$ cat src/rtl/gpio_pad_pkg.sv
// ---------------------------------------------------------------------------
// gpio_pad_pkg
//
// Purpose:
//    Shared constants and helpers for the GPIO pad controller slice. It holds
//    the default bank geometry and the helper that sizes the settle and
//    warm-up counters.
//
// Contents:
//    GPIO_WIDTH          default number of pads in a bank
//    GPIO_SYNC_STAGES    default input synchronizer depth
//    GPIO_SETTLE_CYCLES  default extra cycles before readback is trusted
//    settle_cnt_width()  bits needed to hold SYNC_STAGES+SETTLE_CYCLES
// ---------------------------------------------------------------------------
package gpio_pad_pkg;

   localparam int GPIO_WIDTH         = 8;
   localparam int GPIO_SYNC_STAGES   = 2;
   localparam int GPIO_SETTLE_CYCLES = 2;

   // The settle counter reloads to SYNC_STAGES+SETTLE_CYCLES. The warm-up
   // counter starts at SYNC_STAGES+1, which is never larger because
   // SETTLE_CYCLES is at least 1. One counter width therefore covers both.
   function automatic int settle_cnt_width(input int sync_stages,
                                           input int settle_cycles);
      return $clog2(sync_stages + settle_cycles + 1);
   endfunction

endpackage

$ cat src/rtl/gpio_sync_bit.sv
// ---------------------------------------------------------------------------
// gpio_sync_bit
//
// Purpose:
//    Single-bit multi-flop synchronizer. It brings an asynchronous pad input
//    into the core clock domain. Every stage clears to 0 on reset.
//
// Ports:
//    clk    in   core clock
//    rst_n  in   asynchronous active-low reset
//    d      in   asynchronous input bit
//    q      out  synchronized bit (output of the last stage)
// ---------------------------------------------------------------------------
module gpio_sync_bit
   import gpio_pad_pkg::*;
#(
   parameter int STAGES = GPIO_SYNC_STAGES
) (
   input  logic clk,
   input  logic rst_n,
   input  logic d,
   output logic q
);

   logic [STAGES-1:0] chain;

   // The shift chain is deliberately free of any logic between flops. This
   // gives a metastable first stage a full cycle to resolve.
   always_ff @(posedge clk or negedge rst_n) begin
      if (!rst_n) begin
         chain <= '0;
      end else begin
         chain <= {chain[STAGES-2:0], d};
      end
   end

   assign q = chain[STAGES-1];

endmodule

$ cat src/rtl/gpio_pad_ctrl.sv
// ---------------------------------------------------------------------------
// gpio_pad_ctrl
//
// Purpose:
//    Core-side controller for a bank of bidirectional tristate pads.
//    - Registers the output data and output enable for each pad.
//    - Synchronizes the pad inputs into the HCLK domain.
//    - Detects rising and falling edges into sticky pending flags.
//    - Checks that each driven pad reads back the value being driven, and
//      records any bus conflict as a sticky flag.
//
// Ports:
//    HCLK        in   sole clock
//    HRESETn     in   asynchronous active-low reset
//    dout_we     in   load strobe for the output data register
//    dout_wdata  in   new output data
//    oe_we       in   load strobe for the output-enable register
//    oe_wdata    in   new output enables (1 = drive pad)
//    rise_en     in   per-bit rising-edge detect enable
//    fall_en     in   per-bit falling-edge detect enable
//    pend_clr    in   write-1-to-clear pulses for edge_pend
//    conf_clr    in   write-1-to-clear pulses for conflict
//    pad_o       out  pad output data
//    pad_oe      out  pad output enable
//    pad_i       in   raw pad input (asynchronous)
//    din         out  synchronized pad input
//    edge_pend   out  sticky edge-pending flags
//    irq         out  OR of edge_pend
//    conflict    out  sticky readback-mismatch flags
// ---------------------------------------------------------------------------
module gpio_pad_ctrl
   import gpio_pad_pkg::*;
#(
   parameter int WIDTH         = GPIO_WIDTH,
   parameter int SYNC_STAGES   = GPIO_SYNC_STAGES,
   parameter int SETTLE_CYCLES = GPIO_SETTLE_CYCLES
) (
   input  logic             HCLK,
   input  logic             HRESETn,
   input  logic             dout_we,
   input  logic [WIDTH-1:0] dout_wdata,
   input  logic             oe_we,
   input  logic [WIDTH-1:0] oe_wdata,
   input  logic [WIDTH-1:0] rise_en,
   input  logic [WIDTH-1:0] fall_en,
   input  logic [WIDTH-1:0] pend_clr,
   input  logic [WIDTH-1:0] conf_clr,
   output logic [WIDTH-1:0] pad_o,
   output logic [WIDTH-1:0] pad_oe,
   input  logic [WIDTH-1:0] pad_i,
   output logic [WIDTH-1:0] din,
   output logic [WIDTH-1:0] edge_pend,
   output logic             irq,
   output logic [WIDTH-1:0] conflict
);

   localparam int               CNT_W         = settle_cnt_width(SYNC_STAGES, SETTLE_CYCLES);
   localparam logic [CNT_W-1:0] SETTLE_RELOAD = CNT_W'(SYNC_STAGES + SETTLE_CYCLES);
   localparam logic [CNT_W-1:0] WARMUP_INIT   = CNT_W'(SYNC_STAGES + 1);
   localparam logic [CNT_W-1:0] CNT_ONE       = CNT_W'(1);

   logic             write_any;
   logic [WIDTH-1:0] din_prev;
   logic [CNT_W-1:0] settle_cnt;
   logic [CNT_W-1:0] warmup_cnt;
   logic [WIDTH-1:0] rise_det;
   logic [WIDTH-1:0] fall_det;
   logic [WIDTH-1:0] edge_det;
   logic             check_active;
   logic [WIDTH-1:0] conf_set;

   assign write_any = dout_we | oe_we;

   // Output data and enable registers. The two strobes are independent, so
   // a cycle that asserts both loads both registers.
   always_ff @(posedge HCLK or negedge HRESETn) begin
      if (!HRESETn) begin
         pad_o  <= '0;
         pad_oe <= '0;
      end else begin
         if (dout_we) begin
            pad_o <= dout_wdata;
         end
         if (oe_we) begin
            pad_oe <= oe_wdata;
         end
      end
   end

   // One synchronizer per pad. din is the last stage of each chain.
   for (genvar gi = 0; gi < WIDTH; gi++) begin : g_sync
      gpio_sync_bit #(
         .STAGES (SYNC_STAGES)
      ) u_sync (
         .clk   (HCLK),
         .rst_n (HRESETn),
         .d     (pad_i[gi]),
         .q     (din[gi])
      );
   end

   // Copy of din delayed by one cycle, used to spot transitions.
   always_ff @(posedge HCLK or negedge HRESETn) begin
      if (!HRESETn) begin
         din_prev <= '0;
      end else begin
         din_prev <= din;
      end
   end

   // Warm-up counter. Right after reset, the synchronizers fill with
   // whatever level the pads are sitting at. Without this counter, a pad
   // held high through reset would look like a rising edge. The counter
   // masks edge detection until the pipeline and din_prev have caught up.
   always_ff @(posedge HCLK or negedge HRESETn) begin
      if (!HRESETn) begin
         warmup_cnt <= WARMUP_INIT;
      end else if (warmup_cnt != '0) begin
         warmup_cnt <= warmup_cnt - CNT_ONE;
      end
   end

   // Settle counter. Any write to the drive registers restarts the window.
   // The pad needs time to change, and the synchronizer needs time to carry
   // the new level to din, before a readback mismatch means anything.
   always_ff @(posedge HCLK or negedge HRESETn) begin
      if (!HRESETn) begin
         settle_cnt <= '0;
      end else if (write_any) begin
         settle_cnt <= SETTLE_RELOAD;
      end else if (settle_cnt != '0) begin
         settle_cnt <= settle_cnt - CNT_ONE;
      end
   end

   // Combinational edge and conflict detection. A write in the current
   // cycle also blocks the check, because pad_o/pad_oe are about to change
   // under it.
   always_comb begin
      rise_det     = '0;
      fall_det     = '0;
      edge_det     = '0;
      check_active = 1'b0;
      conf_set     = '0;

      rise_det = din & ~din_prev & rise_en;
      fall_det = ~din & din_prev & fall_en;
      if (warmup_cnt == '0) begin
         edge_det = rise_det | fall_det;
      end

      check_active = (settle_cnt == '0) && !write_any;
      if (check_active) begin
         conf_set = pad_oe & (din ^ pad_o);
      end
   end

   // Sticky flags. A new event in the same cycle as a clear must not be
   // lost, so the set term is ORed in after the clear is applied.
   always_ff @(posedge HCLK or negedge HRESETn) begin
      if (!HRESETn) begin
         edge_pend <= '0;
         conflict  <= '0;
      end else begin
         edge_pend <= (edge_pend & ~pend_clr) | edge_det;
         conflict  <= (conflict & ~conf_clr) | conf_set;
      end
   end

   assign irq = |edge_pend;

endmodule

$ cat config.mk
export PLATFORM = sky130hd
export DESIGN_NAME = gpio_pad_ctrl
export DESIGN_NICKNAME = d
export VERILOG_FILES = /design/src/rtl/gpio_pad_pkg.sv /design/src/rtl/gpio_sync_bit.sv /design/src/rtl/gpio_pad_ctrl.sv
export SDC_FILE = /design/constraint.sdc
export NUM_CORES = 1
export LEC_CHECK = 0
export ABC_AREA = 1
export BUFFER_PORTS_ARGS = -buffer_cell sky130_fd_sc_hd__buf_4
export CAP_MARGIN = 20
export CORE_ASPECT_RATIO = 1.1
export CORE_MARGIN = 4
export CORE_UTILIZATION = 48
export CTS_CLUSTER_SIZE = 10
export DETAILED_ROUTE_END_ITERATION = 6
export PLACE_DENSITY = 0.82
export SYNTH_ARGS = -nofsm -noshare
export SYNTH_HDL_FRONTEND = slang
export SYNTH_SLANG_ARGS = --single-unit
$ cat constraint.sdc
create_clock -name HCLK -period 1.6 [get_ports HCLK]
set_input_delay 0.16 -clock HCLK [delete_from_list [all_inputs] [get_ports HCLK]]
set_output_delay 0.16 -clock HCLK [all_outputs]
set_load 0.005 [all_outputs]
==> results.txt <==
For this run, the number of Yosys warnings is 0. The area of the core is 0.005067 mm². The synthesized-area fraction occupied by ao, oa, aoi and oai cells works out to 3.235%. The final weighted congestion of routability-driven global placement was 0.7296. After Yosys synthesis, XOR and XNOR cells account for 0.6863% of the synthesized area. Yosys attributes the largest share of cell area to sky130_fd_sc_hd__dfrtp_1 (59%), sky130_fd_sc_hd__nand2_1 (15%), sky130_fd_sc_hd__inv_1 (7.1%). Across the VDD grid, the largest voltage drop is 0.0007345 V. The total number of placement rows is 27, and the number of input and output port buffers inserted is 100. For the final routed DRC violation total, the log shows 0. The min-delay analysis places its worst path in the category in2reg. Clock tree synthesis inserted a total of 9 buffers. Cell area after placement: 0.003311 mm².

In this run, post-CTS repair resized a total of 0 instances. Relative to the synthesized area, the layout overhead comes to 41.42%. The initial utilization of the core area, before any placement, comes to 50.37%. The critical path in this run is classified as reg2out.

Buffers added to address setup during post-CTS repair amount to 0. In the layout the commonest cells are sky130_fd_sc_hd__buf_4 (102), sky130_fd_sc_hd__nand2_1 (100), sky130_fd_sc_hd__dfrtp_1 (60), sky130_fd_sc_hd__inv_1 (48), sky130_fd_sc_hd__nand3_1 (25). The root buffer selected by CTS was sky130_fd_sc_hd__clkbuf_8. The gate count of the mapped netlist is 284. Averaged over all synthesized cells, the footprint is 8.987 µm². Setup repair after global routing left no endpoint under its margin.

For this run the aggregate overflow at the end of global routing stands at 0. Counting I/O delays and the setup requirement, the final critical path takes 1.430 ns. Setup violations remaining at the end of the flow were counted as 0. Headroom to the max-slew limit came out at 67.46%.

The count of boundary I/O pins is 101, and the number of hold-slack violations in the final timing report is 0. For the pin with the worst max-slew slack, the measured transition is 0.4876 ns. The total wire length was 6178 µm; the area share of and/or/nand/nor cells after synthesis was 22.75%. The tools report the total number of vias as 2135. The total power consumption of the routed design was 3.620 mW; the synthesized netlist net count was 348. The sink count of the clock tree was 62. The share of the synthesized area in the top cell type is 58.82%. The die covers 0.006550 mm².

The max-cap violation count was 0; the width of the chip was 77.53 µm. The clock skew after layout is 0.005402 ns, and the number of hold-repair buffers added at the cts stage is 9. The tools report the largest net degree at the start of global routing as 39. The number of antenna violations at the first check in global routing came out at 0. After legalization and detailed placement, the total HPWL measured 4626 µm.

TritonCTS built the clock tree. The first global-routing pass estimated 10080 µm of wire. Of the synthesized area, sequential elements account for 60.88%. Yosys mapped the design onto 20 distinct sky130hd cell types.

For the required time at the worst-slack endpoint, the log shows 1.44 ns. At the later pin of the worst-skew pair, clock insertion delay measures 0.34 ns. The fraction of layout cells with a size suffix above 1 was 32.50%; the data arrival at the endpoint of the critical path was 1.27 ns. After detailed routing, the average wire length per cell comes to 13.49 µm. The number of vias per cell was 4.662; the count of nets after finishing was 459. 0 antenna diodes ended up in the layout. Dominant combinational cell family by area after synthesis: simple AND/OR/NAND/NOR gates.

For this run, the detailed router's first-pass iteration total came to 4. The run gives 458 as the post-layout instance count excluding filler cells. The CTS clock-pin slew for the worst setup and hold paths is 0.07 ns. The library cell used most frequently in the layout, excluding fill and tap cells, is sky130_fd_sc_hd__buf_4. The H-tree was split into 3 levels. For this block, the initial DRC count from the detailed router was 103. The run finished with clean final reports. The mapped netlist covers 0.002552 mm². The clock tree buffer depth was 2. The finished cells cover 0.003610 mm². After Yosys synthesis, full adders, half adders and majority gates account for 1.961% of the synthesized area. The analysis attributes to cell leakage a power of 2.053 nW. The synthesized design contains 62 register bits.

Timing would allow up to 0.6991 GHz. For the total placed cells including tap cells, the log shows 433. The final cycle utilization of the critical path was 89.40%.

The run gives 0 as the number of nets with antenna violations after routing. The die is 84.48 µm tall. Total global-route track usage: 19.96%. The tools report the type of element launching the critical path as a flip-flop. After routing, the total negative slack on setup checks comes to 0 ns. Of all nets on the critical path, the largest fanout is 2. The final-report max-slew violation count is 0. The share of synthesized area spent on multiplexers is 0%.

The worst setup path is captured at a primary output. Top cell type by total area after synthesis: sky130_fd_sc_hd__dfrtp_1. For the number of global-route vias before repair, the log shows 2180. Cells fill 71.23% of the core in the end. Power spread over the standard cell area amounts to 1003 mW/mm².
-- worst paths after layout --
path                                      startpoint                         to  slack [ns]  depth (start not counted)
max in group asynchronous                    HRESETn  g_sync[4].u_sync.chain[0]        0.65                          3
setup / recovery                        edge_pend[5]                        irq        0.17                          5
hold reg to reg            g_sync[6].u_sync.chain[0]  g_sync[6].u_sync.chain[1]        0.35                          0
setup reg to reg                       settle_cnt[0]                conflict[0]        0.30                          6
hold / removal                           oe_wdata[1]                  pad_oe[1]        0.02                          3
min in group asynchronous                    HRESETn                din_prev[3]        0.34                          2
-- layer usage --
metal  vias up  GRT usage, %  wire [µm]
li1       1072             -          -
met1       972         22.65       2499
met2        73         34.88       3174
met3        18         4.399        322
met4         0         10.68        182
met5         -             0          0
-- registers in the layout (all words and copies together), names as in the netlist --
register and count:
din_prev 8, settle_cnt 3, edge_pend 8, conflict 8, pad_o 8, pad_oe 8
g_sync.u_sync.chain 16, warmup_cnt 3
-- area by class of cell --
cell class / count / area [µm²]
clock buffers: 11 / 151.4
clock inverters: 5 / 57.56
fillers: 396 / 1458
inverters: 50 / 187.7
multi-input cells: 161 / 730.7
flip-flops and latches: 62 / 1554
well taps: 58 / 72.57
repair buffers: 111 / 855.8
-- per-stage QoR --
step           setup slack (ns)  hold slack, ns
2_1_floorplan            0.3829         -0.1356
3_3_place_gp             0.3536          0.1449
3_5_place_dp             0.3186          0.1491
4_1_cts                  0.1394         0.01153
5_1_grt                 0.06702         0.02217
6_report                 0.1696         0.02442
-- critical path: stages, from the launching register on --
cell and delay (ns):
sky130_fd_sc_hd__dfrtp_1 0.38, sky130_fd_sc_hd__inv_1 0.08, sky130_fd_sc_hd__nand2_1 0.05, sky130_fd_sc_hd__nor3_1 0.20, sky130_fd_sc_hd__nand2_1 0.08, sky130_fd_sc_hd__buf_4 0.14
-- where the power goes --
| group | switching [mW] | internal [mW] | leakage, nW |
|---|---|---|---|
| sequential | 0.0688 | 1.67 | 0.754 |
| clock | 0.614 | 0.801 | 0.0976 |
| combinational | 0.210 | 0.260 | 1.20 |
| total | 0.894 | 2.73 | 2.05 |
-- kinds of logic (layout without fill, tap and decap cells) --
| logic type | Yosys count | after routing |
|---|---|---|
| simple gates | 139 | 139 |
| flops | 62 | 62 |
| buf+inv | 61 | 177 |
| compound gates | 16 | 16 |
| fa+ha+maj | 4 | 4 |
| xor+xnor | 2 | 2 |
-- synthesized netlist by cell type, drive strengths merged --
cell    instances
nand3          25
dfstp           2
o21ai          13
nor3            2
xnor2           1
nor2            6
ha              4
a21oi           2
dfrtp          60
or2             5
o211ai          1
inv            50
buf            11
nand2         101
xor2            1
(Power assumes the default switching activity.)
